$ cat src/rtl/tx_scheduler.sv
// Two-queue round-robin transmit scheduler: grants one queue at a time for up to
// BURST words, hands each word to the transmitter, then idles GAP cycles.
module tx_scheduler #(
  parameter int unsigned BURST = 8,
  parameter int unsigned GAP   = 2
) (
  input  logic        clk,
  input  logic        reset,
  input  logic        q0_state,
  input  logic [11:0] q0_data,
  input  logic [5:0]  q0_occ,
  output logic        q0_ren,
  input  logic        q1_state,
  input  logic [11:0] q1_data,
  input  logic [5:0]  q1_occ,
  output logic        q1_ren,
  output logic        tx_valid,
  output logic [11:0] tx_data,
  output logic        tx_last,
  input  logic        tx_ready,
  output logic        owner,
  output logic        busy
);

  localparam logic [3:0] BurstW = 4'(BURST);
  localparam logic [3:0] GapW   = 4'(GAP);

  typedef enum logic [1:0] {StIdle, StLoad, StWait, StGap} state_e;

  state_e      state_q, state_d;
  logic [3:0]  cnt_q, cnt_d;
  logic [3:0]  gap_q, gap_d;
  logic        owner_q, owner_d;
  logic        tx_valid_q, tx_valid_d;
  logic        tx_last_q, tx_last_d;
  logic [11:0] tx_data_q, tx_data_d;

  logic        sel_state;
  logic [11:0] sel_data;
  logic [5:0]  sel_occ;
  logic [3:0]  cnt_inc;
  logic [3:0]  gap_inc;
  logic        xfer;

  assign sel_state = owner_q ? q1_state : q0_state;
  assign sel_data  = owner_q ? q1_data  : q0_data;
  assign sel_occ   = owner_q ? q1_occ   : q0_occ;
  assign cnt_inc   = cnt_q + 4'd1;
  assign gap_inc   = gap_q + 4'd1;
  assign xfer      = tx_valid_q && tx_ready;

  always_comb begin
    state_d    = state_q;
    cnt_d      = cnt_q;
    gap_d      = gap_q;
    owner_d    = owner_q;
    tx_valid_d = tx_valid_q;
    tx_last_d  = tx_last_q;
    tx_data_d  = tx_data_q;
    q0_ren     = 1'b0;
    q1_ren     = 1'b0;

    unique case (state_q)
      StIdle: begin
        if (q0_state || q1_state) begin
          // On a tie the queue not served last wins.
          owner_d = (q0_state && q1_state) ? ~owner_q : q1_state;
          cnt_d   = 4'd0;
          state_d = StLoad;
        end
      end
      StLoad: begin
        if (!sel_state) begin
          state_d = StIdle;
        end else begin
          tx_data_d  = sel_data;
          tx_valid_d = 1'b1;
          tx_last_d  = (cnt_inc == BurstW) || (sel_occ == 6'd1);
          cnt_d      = cnt_inc;
          q0_ren     = ~owner_q;
          q1_ren     = owner_q;
          state_d    = StWait;
        end
      end
      StWait: begin
        if (xfer) begin
          tx_valid_d = 1'b0;
          tx_last_d  = 1'b0;
          if (!tx_last_q) begin
            state_d = StLoad;
          end else if (GAP == 0) begin
            state_d = StIdle;
          end else begin
            gap_d   = 4'd0;
            state_d = StGap;
          end
        end
      end
      StGap: begin
        // Fixed length: queue activity during the gap is deliberately ignored.
        if (gap_inc == GapW) begin
          gap_d   = 4'd0;
          state_d = StIdle;
        end else begin
          gap_d = gap_inc;
        end
      end
      default: state_d = StIdle;
    endcase
  end

  always_ff @(posedge clk or posedge reset) begin
    if (reset) begin
      state_q    <= StIdle;
      cnt_q      <= 4'd0;
      gap_q      <= 4'd0;
      owner_q    <= 1'b1;
      tx_valid_q <= 1'b0;
      tx_last_q  <= 1'b0;
      tx_data_q  <= 12'd0;
    end else begin
      state_q    <= state_d;
      cnt_q      <= cnt_d;
      gap_q      <= gap_d;
      owner_q    <= owner_d;
      tx_valid_q <= tx_valid_d;
      tx_last_q  <= tx_last_d;
      tx_data_q  <= tx_data_d;
    end
  end

  assign tx_valid = tx_valid_q;
  assign tx_last  = tx_last_q;
  assign tx_data  = tx_data_q;
  assign owner    = owner_q;
  assign busy     = (state_q != StIdle);

endmodule
$ cat config.mk
export PLATFORM = sky130hd
export DESIGN_NAME = tx_scheduler
export DESIGN_NICKNAME = d
export VERILOG_FILES = /design/src/rtl/tx_scheduler.sv
export SDC_FILE = /design/constraint.sdc
export NUM_CORES = 1
export LEC_CHECK = 0
export ABC_AREA = 0
export CAP_MARGIN = 20
export CORE_UTILIZATION = 42
export DETAILED_ROUTE_END_ITERATION = 8
export PLACE_DENSITY = 0.77
export SYNTH_ARGS = -nofsm -noshare
export SYNTH_HDL_FRONTEND = slang
export SYNTH_SLANG_ARGS = --single-unit
$ cat constraint.sdc
create_clock -name clk -period 1.7 [get_ports clk]
set_clock_uncertainty 0.2 [all_clocks]
set_input_delay 0.34 -clock clk [delete_from_list [all_inputs] [get_ports clk]]
set_output_delay 0.34 -clock clk [all_outputs]
set_load 0.02 [all_outputs]
After elaboration in Yosys (flattened, before gate mapping). Cells that the tools add are included.

Input bits: 41. Flip-flop bits (word level): 25.

Reductions and logical operators: 15. Eq/ne operators: 11. Muxes and demuxes: 26. Add/subtract/negate cells: 2. Bitwise logic cells: 1.

Operator list (count): $mux W4 (5); $pmux W4 S2 (2); $mux W12 (1); $reduce_and A3 Y1 (4); $mux W2 (5); $ne A2 B2 Y1 const B (5); $mux W1 (9); $add A4 B1 Y4 const B (2); $pmux W2 S4 (1); $reduce_bool A2 Y1 (4); $eq A6 B1 Y1 const B (1); $mux W6 (1); $eq A2 B2 Y1 const B (2); $eq A4 B2 Y1 const B (1); $eq A4 B4 Y1 const B (1); $pmux W1 S2 (2); $reduce_and A2 Y1 (2); $eq A2 B1 Y1 const B (1); $logic_and A1 B1 Y1 (2); $logic_not A2 Y1 (1); $logic_or A1 B1 Y1 (2); $not A1 Y1 (1).

Longest topological paths before layout. Gate-level depths: netlist of run 1.

Depth after elaboration: 5. Mapped depth: 6.

Worst setup path before layout of run 1. Ideal clock, no wire load.

Path type: reg-to-output. Start point: register owner_q, in the netlist owner. End point: output q1_ren. Arrival time: 1.109 ns. Slack: 0.051 ns. Stages on the path, launching flop included: 4. Cell sequence: dfstp_2 > buf_6 > nand2_2 > nor2_1.

Longest elaborated chain between the ends: 3.

RTL lines: start: declaration (RTL line 33) `logic owner_q, owner_d;`; start signal: assignment (RTL line 125) `owner_q <= owner_d;`; $mux W1 (RTL line 45) `assign sel_state = owner_q ? q1_state : q0_state;`; $mux W1 * (RTL line 73) `if (!sel_state) begin`; $mux W1 * (RTL line 63) `unique case (state_q)`; end: declaration (RTL line 16) `output logic q1_ren,`.

Every way passes the cells marked *; elsewhere a longest branch is shown, timed or not.

Worst setup path in the final report of run 1.
Start point: register owner_q, in the netlist owner. End point: output owner.

RTL lines: end: declaration (RTL line 21) `output logic owner,`.

No word-level cell between the ends.

==> summary.txt, run 1 <==
worst-path maximum fanout -> 5
status -> finished with violations
gr ovfl total -> 0
setup_tns -> -157 ps
Netlist cell types -> 40
CTS tree -> built
met3 usage -> 0.0524
combinational power share -> 0.607
First-pass DRT Iterations -> 4
Startpoint Class -> flop
HPWL after DPL -> 2720 microns
# diodes -> 0
max incr delay on CP -> 570 ps
layer with the highest usage -> met2
share of cells above drive strength 1 -> 0.223
switching power total -> 1.44 mW
YS warnings -> 0
worst path arrival time -> 1230 ps
I/O Buffers -> 58
number of global-route vias before repair -> 1321
hold crit path type -> in -> async
# setup viols final -> 3
sequential group share of total power -> 0.312
fin crit share -> 1.04
nets -> 266
Placeable Area -> 0.00308 sq mm
CTS Buffer Depth -> 2
Slowest-stage cell, CP -> dfstp_2
CP top delay family -> flip-flops
RSZ-0062 raised after global routing -> true
clk root buf -> clkbuf_4
Max Cap Viol -> 0
violation count after the first detailed-route iteration -> 53
clk slew on worst S/H paths -> 150 ps
P&R area growth vs syn -> 62.8%
average cell area after synthesis -> 9.73 sq um
full die area -> 0.00350 sq mm
Leak -> 1.01 nW
Pins Over Slew Limit -> 0
Sw Share -> 0.421
number of synthesized flops with an enable pin -> 0
Vias/cell -> 5.09
Ports -> 59
dominant synthesized flop cell -> dfrtp_1
initial core utilization -> 0.446
Post-Synthesis Cell Area -> 0.00137 sq mm
final wirelength -> 3620 microns
drt wl/cell -> 13.7 microns
gr usage total -> 0.218
FMAX -> 0.566 GHz
chip width -> 59.2 microns
sequential share of the synthesized area -> 0.457
GR Util met1 -> 0.259
CP Class -> reg -> out
DRT antenna net count -> 0
setup ws final -> -68.1 ps
cts bufs inserted -> 3
initial antenna violation count -> 0
Final Hold Vio Count -> 0
area post-placement -> 0.00209 sq mm
fin area -> 0.00223 sq mm
Buf+Inv Stages, Crit Path -> 3
Crit path required time -> 1160 ps
Clk pwr share -> 0.080
worst skew pair latency -> 330 ps
Internal Power -> 1.99 mW
Final GP Congestion -> 0.793
first-pass GRT wire length -> 5640 microns
Worst VDD drop -> 0.728 mV
FP Rows -> 20
CP Cell Sequence -> buf_4, buf_6, buf_6
DRC Markers -> 0
element type at the critical path end -> primary output
Synth Register Bits -> 25
asr flop ratio synth -> 1.00
syn nets -> 186
Via Count -> 1343
post-layout min period -> 1770 ps
failing checks -> setup timing
met2 Usage GRT -> 0.380
cell area power density -> 1530 mW/mm^2
cell repeated most along the worst path -> buf_6
pin count of the biggest net entering global routing -> 26
Num Clock Sinks -> 25
Slew headroom -> 0.800
Die Ht -> 59.2 microns
worst hold slack -> 105 ps
Post-Syn Instances -> 141
H-tree levels -> 1
Worst Max-Slew Pin Slew -> 300 ps
-- stage by stage --
stage,setup slack [ps],total power [mW],std cells,utilization
finish,-68.1,3.43,264,0.726
global route,-98.1,3.64,264,0.726
CTS,-108,3.24,256,0.693
detailed placement,-520,3.02,251,0.679
global placement,-522,2.94,251,0.679
floorplan,50.9,2.19,141,-
-- power by group through the flow --
stage / registers (mW) / logic, mW / clock network [mW]
global route: 1.10 / 2.24 / 0.301
global placement: 1.06 / 1.88 / 0
CTS: 1.07 / 1.89 / 0.279
finish: 1.07 / 2.08 / 0.275
floorplan: 1.24 / 0.946 / 0
detailed placement: 1.07 / 1.95 / 0
-- worst reg2reg max path: cells and delay by family (launching register included) --
kind,cells,cell delay (ps)
flops,1,570
buf+inv,2,370
simple gates,1,240
compound gates,2,220
-- synthesized netlist by cell type (2+ instances only) --
library cell  count  share of area
inv_1             5          0.014
nand2_1          11          0.030
nand2b_1          2         0.0091
buf_4             3          0.016
o21ai_0           5          0.018
dfrtp_1          24           0.44
nor2_1           18          0.049
ha_1              4          0.036
mux2i_1          13          0.095
o31ai_1           2          0.011
nand3_1           2         0.0073
buf_6             2          0.016
nor3_1            2         0.0073
xnor2_1           2          0.013
buf_2             2         0.0073
a31oi_1           4          0.018
a21oi_1          17          0.062
-- routing by layer --
metal / vias to the layer above / wire (microns)
li1: 655 / -
met1: 623 / 1510
met2: 59 / 1820
met3: 6 / 246
met4: 0 / 37
met5: - / 0
-- cells by family after synthesis --
logic type / Yosys count / synth area share
XOR/XNOR: 2 / 0.0128
buffers and inverters: 12 / 0.0538
AO/OA/AOI/OAI: 38 / 0.172
adder cells (fa/ha/maj): 4 / 0.0365
AND/OR/NAND/NOR: 46 / 0.165
flip-flops: 25 / 0.457
multiplexers: 14 / 0.103
-- final timing paths --
path / startpoint / end / slack (ps) / cells past startpoint
worst max register to register: owner$_DFFE_PP1P_ / tx_last$_DFFE_PP0P_ / 40 / 5
worst max-delay path: owner$_DFFE_PP1P_ / owner / -70 / 3
min in group clk: q0_state / owner$_DFFE_PP1P_ / 230 / 3
worst min register to register: cnt_q[3]$_DFFE_PP0P_ / cnt_q[3]$_DFFE_PP0P_ / 320 / 1
max in group asynchronous: reset / owner$_DFFE_PP1P_ / 950 / 3
worst min-delay path: reset / gap_q[0]$_DFFE_PP0P_ / 100 / 3
-- placed cells by master (no fill, tap or decap), drive strengths merged, types with 2 or more instances in the layout --
| cell | n |
|---|---|
| a21oi | 18 |
| a31oi | 4 |
| buf | 28 |
| clkbuf | 3 |
| clkdlybuf4s50 | 39 |
| dfrtp | 24 |
| dlygate4sd2 | 13 |
| ha | 4 |
| inv | 5 |
| mux2i | 13 |
| nand2 | 12 |
| nand2b | 3 |
| nand3 | 2 |
| nor2 | 18 |
| nor3 | 2 |
| o21ai | 6 |
| o31ai | 2 |
| xnor2 | 2 |
-- flip-flops by register name, indices dropped and copies added (netlist names) --
| register | count |
|---|---|
| tx_valid | 1 |
| tx_data | 12 |
| gap_q | 4 |
| state_q | 2 |
| tx_last | 1 |
| cnt_q | 4 |
| owner | 1 |
-- cell type report --
cell class / instances / area [sq um]
clock inverter: 1 / 7.51
tap: 44 / 55.1
clock buffer: 3 / 22.5
inverter: 5 / 18.8
timing repair buffer: 82 / 785
sequential: 25 / 629
fill: 245 / 843
multi-input combinational: 104 / 717
-- timing repair --
item,CTS,global route
resized for setup,42,14
hold buffers,0,0
buffers inserted,1,8
setup endpoints to repair,18,19
pin swaps,0,2
gates cloned,0,0
(Power assumes the default switching activity.)
==> run 2: changes to the inputs <==
ABC_CLOCK_PERIOD_IN_PS = 1700   (was default)
CORE_MARGIN = 4   (was default)
RECOVER_POWER = 50   (was default)
==> summary.txt, run 2 (same netlist as run 1, synthesis figures left out) <==
status -> finished with violations
failing checks -> setup timing
hold-fix buffer count after cts -> 0
Reg2Reg Depth -> 6
utilization after layout -> 0.725
Worst path depth -> 3
RSZ-0062 raised after global routing -> true
CTS Buffer Depth -> 2
initial antenna violation count -> 0
gr ovfl total -> 0
final wirelength -> 3750 microns
worst skew pair latency -> 310 ps
Final Hold Vio Count -> 0
worst hold stages -> 3
fin area -> 0.00223 sq mm
fin crit share -> 1.03
CP Cell Sequence -> nand2b_4, nor2_1, buf_2
share of cells above drive strength 1 -> 0.218
HP Start -> q0_state
Max Cap Viol -> 0
max incr delay on CP -> 590 ps
# diodes -> 0
reg2reg start -> owner$_DFFE_PP1P_
initial core utilization -> 0.446
Worst Max-Slew Pin Slew -> 628 ps
Worst VDD drop -> 0.742 mV
Slowest-stage cell, CP -> dfstp_2
Pins Over Slew Limit -> 0
worst hold slack -> 321 ps
FF-to-FF End -> cnt_q[3]$_DFFE_PP0P_
HPWL after DPL -> 2850 microns
CP Class -> reg -> out
area post-placement -> 0.00210 sq mm
DRT antenna net count -> 0
Crit path required time -> 1160 ps
worst path arrival time -> 1220 ps
Ports -> 59
most frequent cells in the layout -> 38 x clkdlybuf4s50_1, 23 x dfrtp_1, 18 x buf_4
setup_tns -> -105 ps
FP Rows -> 20
number of global-route vias before repair -> 1425
element type at the critical path end -> primary output
violation count after the first detailed-route iteration -> 77
chip width -> 65.2 microns
clk root buf -> clkbuf_4
filler instances -> 258
Die Ht -> 65.2 microns
setup ws final -> -57.2 ps
cts bufs inserted -> 3
Leak -> 1.00 nW
CP top delay family -> flip-flops
gr usage total -> 0.186
commonest non-fill, non-tap cell in the layout -> clkdlybuf4s50_1
I/O Buffers -> 58
CTS tree -> built
max reg flops -> 12
post-layout min period -> 1760 ps
first-pass GRT wire length -> 6090 microns
pin count of the biggest net entering global routing -> 26
Num Clock Sinks -> 25
full die area -> 0.00425 sq mm
# setup viols final -> 3
drt wl/cell -> 14.2 microns
Hold EP -> owner$_DFFE_PP1P_
sequential cell area -> 628 sq um
Buf+Inv Stages, Crit Path -> 1
DRC Markers -> 0
Vias/cell -> 5.14
clk slew on worst S/H paths -> 140 ps
Placeable Area -> 0.00308 sq mm
area of the multi-input gates -> 728 sq um
Final GP Congestion -> 0.807
cell area power density -> 1560 mW/mm^2
Slew headroom -> 0.581
FMAX -> 0.569 GHz
nets -> 266
hold crit path type -> in -> reg
H-tree levels -> 1
R2R Setup Slk -> -10 ps
P&R area growth vs syn -> 62.5%
Startpoint Class -> flop
First-pass DRT Iterations -> 4
Via Count -> 1357
worst-path maximum fanout -> 4
## run 2: cell count changes in the layout (fill, tap and decap cells not counted), sizes merged
cell | previous run | this run
dlymetal6s2s | 1 | 0
buf | 28 | 27
dlygate4sd3 | 0 | 1
clkbuf | 3 | 5
clkdlybuf4s50 | 39 | 38
dlygate4sd2 | 13 | 15
clkinvlp | 1 | 0
clkdlybuf4s15 | 1 | 0
## run 2: per-stage QoR
| step | total power, mW | instances | worst slack, ps |
|---|---|---|---|
| floorplan | 2.19 | 141 | 50.9 |
| global placement | 2.96 | 254 | -454 |
| detailed placement | 3.04 | 254 | -455 |
| CTS | 3.38 | 263 | -61.0 |
| global route | 3.74 | 264 | -117 |
| finish | 3.48 | 264 | -57.2 |
## run 2: layout make-up
| cell class | instances | share of cell area |
|---|---|---|
| clock buffer | 4 | 0.0118 |
| tap | 44 | 0.0247 |
| multi-input combinational | 104 | 0.326 |
| sequential | 25 | 0.282 |
| inverter | 5 | 0.00841 |
| timing repair buffer | 82 | 0.347 |
## run 2: timing repair
item | 4_1_cts | 5_1_grt
cloned | 1 | 0
endpoints found under the setup margin | 26 | 24
endpoints found under the hold margin | 0 | 0
pin swaps | 1 | 2
resized for setup | 42 | 13
setup buffers | 4 | 2
## run 2: how the worst max path moves through the flow
stage,startpoint,slack [ps],end
after floorplan,owner$_DFFE_PP1P_,50,q1_ren
after global placement,q0_state,-450,q0_ren
after detailed placement,q0_state,-450,q0_ren
after CTS,owner$_DFFE_PP1P_,-60,q0_ren
after global routing,owner$_DFFE_PP1P_,-120,q1_ren
final,owner$_DFFE_PP1P_,-60,q0_ren
## run 2: worst reg2reg max path, cell delays in order (launching register included)
cell	delay [ps]
dfstp_2	590
nand2_2	70
buf_6	120
a21oi_4	300
buf_6	160
nand3_2	60
mux2i_1	150
## run 2: report_power, final
part / switching [mW] / internal, mW / leakage, nW
sequential: 0.210 / 0.863 / 0.294
clock: 0.177 / 0.0917 / 0.0150
combinational: 1.06 / 1.07 / 0.694
total: 1.45 / 2.03 / 1.00
## run 2: routing by layer
layer | track usage | part of all wire | up-vias
li1 | - | - | 656
met1 | 0.193 | 0.37 | 653
met2 | 0.339 | 0.54 | 44
met3 | 0.0632 | 0.081 | 4
met4 | 0.0803 | 0.012 | 0
met5 | 0 | 0 | -
==> run 3: changes to the inputs <==
ABC_CLOCK_PERIOD_IN_PS = 1900   (was 1700)
clock period = 1.9 ns   (was 1.7 ns; I/O delays follow)
==> summary.txt, run 3 (same netlist as run 1, synthesis figures left out) <==
dpl cells -> 249
cell area power density -> 1340 mW/mm^2
violation count after the first detailed-route iteration -> 40
FMAX -> 0.548 GHz
Via Count -> 1315
R2R Setup Slk -> 180 ps
Num Clock Sinks -> 25
Max Cap Viol -> 0
initial antenna violation count -> 0
final std cells w/o fill -> 255
CTS Buffer Depth -> 2
CTS tree -> built
reg2reg start -> owner$_DFFE_PP1P_
max reg flops -> 12
met3 usage -> 0.0598
first-pass GRT wire length -> 5630 microns
Leak -> 0.921 nW
Slew headroom -> 0.583
commonest non-fill, non-tap cell in the layout -> clkdlybuf4s50_1
FF-to-FF End -> tx_data[2]$_DFFE_PP0P_
layer with the highest usage -> met2
FP Rows -> 20
setup ws final -> 73.6 ps
Startpoint Class -> flop
status -> completed
CP Cell Sequence -> nor2_2, inv_1, clkdlybuf4s15_1
most frequent cells in the layout -> 39 x clkdlybuf4s50_1, 23 x dfrtp_1, 17 x nor2_1, 17 x a21oi_1, 13 x mux2i_1
Pins Over Slew Limit -> 0
initial core utilization -> 0.446
filler instances -> 274
share of cells above drive strength 1 -> 0.133
I/O Buffers -> 58
Final GP Congestion -> 0.817
worst skew pair latency -> 310 ps
fin crit share -> 0.961
Ports -> 59
Worst VDD drop -> 0.696 mV
chip width -> 65.2 microns
Die Ht -> 65.2 microns
final wirelength -> 3390 microns
Placeable Area -> 0.00308 sq mm
post-layout min period -> 1830 ps
Buf+Inv Stages, Crit Path -> 2
First-pass DRT Iterations -> 5
worst path arrival time -> 1250 ps
GR Util met1 -> 0.181
Vias/cell -> 5.16
worst setup path end -> busy
cts bufs inserted -> 3
# setup viols final -> 0
element type at the critical path end -> primary output
HP Start -> cnt_q[3]$_DFFE_PP0P_
H-tree levels -> 1
Worst path depth -> 3
Worst Max-Slew Pin Slew -> 625 ps
P&R area growth vs syn -> 49.3%
Place WS -> -336 ps
Crit path required time -> 1320 ps
clk slew on worst S/H paths -> 140 ps
gr ovfl total -> 0
nets -> 257
hold crit path type -> reg -> reg
RSZ-0062 raised after global routing -> false
DRT antenna net count -> 0
full die area -> 0.00425 sq mm
Slowest-stage cell, CP -> dfrtp_2
# diodes -> 0
Reg2Reg Depth -> 6
pin count of the biggest net entering global routing -> 26
hold-fix buffer count after cts -> 0
CP Class -> reg -> out
worst-path maximum fanout -> 4
HPWL after DPL -> 2720 microns
max incr delay on CP -> 450 ps
CP top delay family -> flip-flops
Final Hold Vio Count -> 0
DRC Markers -> 0
crit path launch -> state_q[0]$_DFFE_PP0P_
number of global-route vias before repair -> 1342
met2 Usage GRT -> 0.316
drt wl/cell -> 13.3 microns
gr usage total -> 0.167
clk root buf -> clkbuf_4
## run 3: power by group
group	switching (mW)	total, mW	internal (mW)
clock network	0.166	0.244	0.0786
logic	0.846	1.56	0.711
registers	0.180	0.952	0.772
total	1.19	2.75	1.56
## run 3: how the worst min path moves through the flow
stage | end | depth (start not counted)
global route | cnt_q[3]$_DFFE_PP0P_ | 1
detailed placement | cnt_q[3]$_DFFE_PP0P_ | 1
finish | cnt_q[3]$_DFFE_PP0P_ | 1
CTS | tx_data[3]$_DFFE_PP0P_ | 3
floorplan | cnt_q[0]$_DFFE_PP0P_ | 1
global placement | cnt_q[3]$_DFFE_PP0P_ | 1
## run 3: cell type report
type                       count  area (sq um)  area share
inverter                       5          18.8     0.00916
sequential                    25           628       0.306
clock buffer                   3          22.5      0.0110
timing repair buffer          73           646       0.315
tap                           44          55.1      0.0269
clock inverter                 1          5.00     0.00244
multi-input combinational    104           674       0.329
## run 3: what timing repair did
| action | in CTS | in global routing |
|---|---|---|
| gates resized for setup | 20 | 10 |
| setup buffers | 0 | 2 |
| pin swaps | 0 | 1 |
| endpoints found under the setup margin | 11 | 10 |
## run 3: metal layers
layer	vias to the layer above	part of all wire
met1	625	0.40
li1	639	-
met2	49	0.51
met5	-	0
met4	0	0.0068
met3	2	0.085
## run 3: metrics by stage
step	TNS [ps]	hold WS [ps]	util	instance area, sq um	power [mW]
after floorplan	0	207	-	1370	1.96
after CTS	0	204	0.676	2080	2.84
after detailed placement	-2700	303	0.670	2060	2.66
final	0	320	0.666	2050	2.75
after global placement	-2190	278	0.670	2060	2.59
after global routing	0	368	0.666	2050	2.97
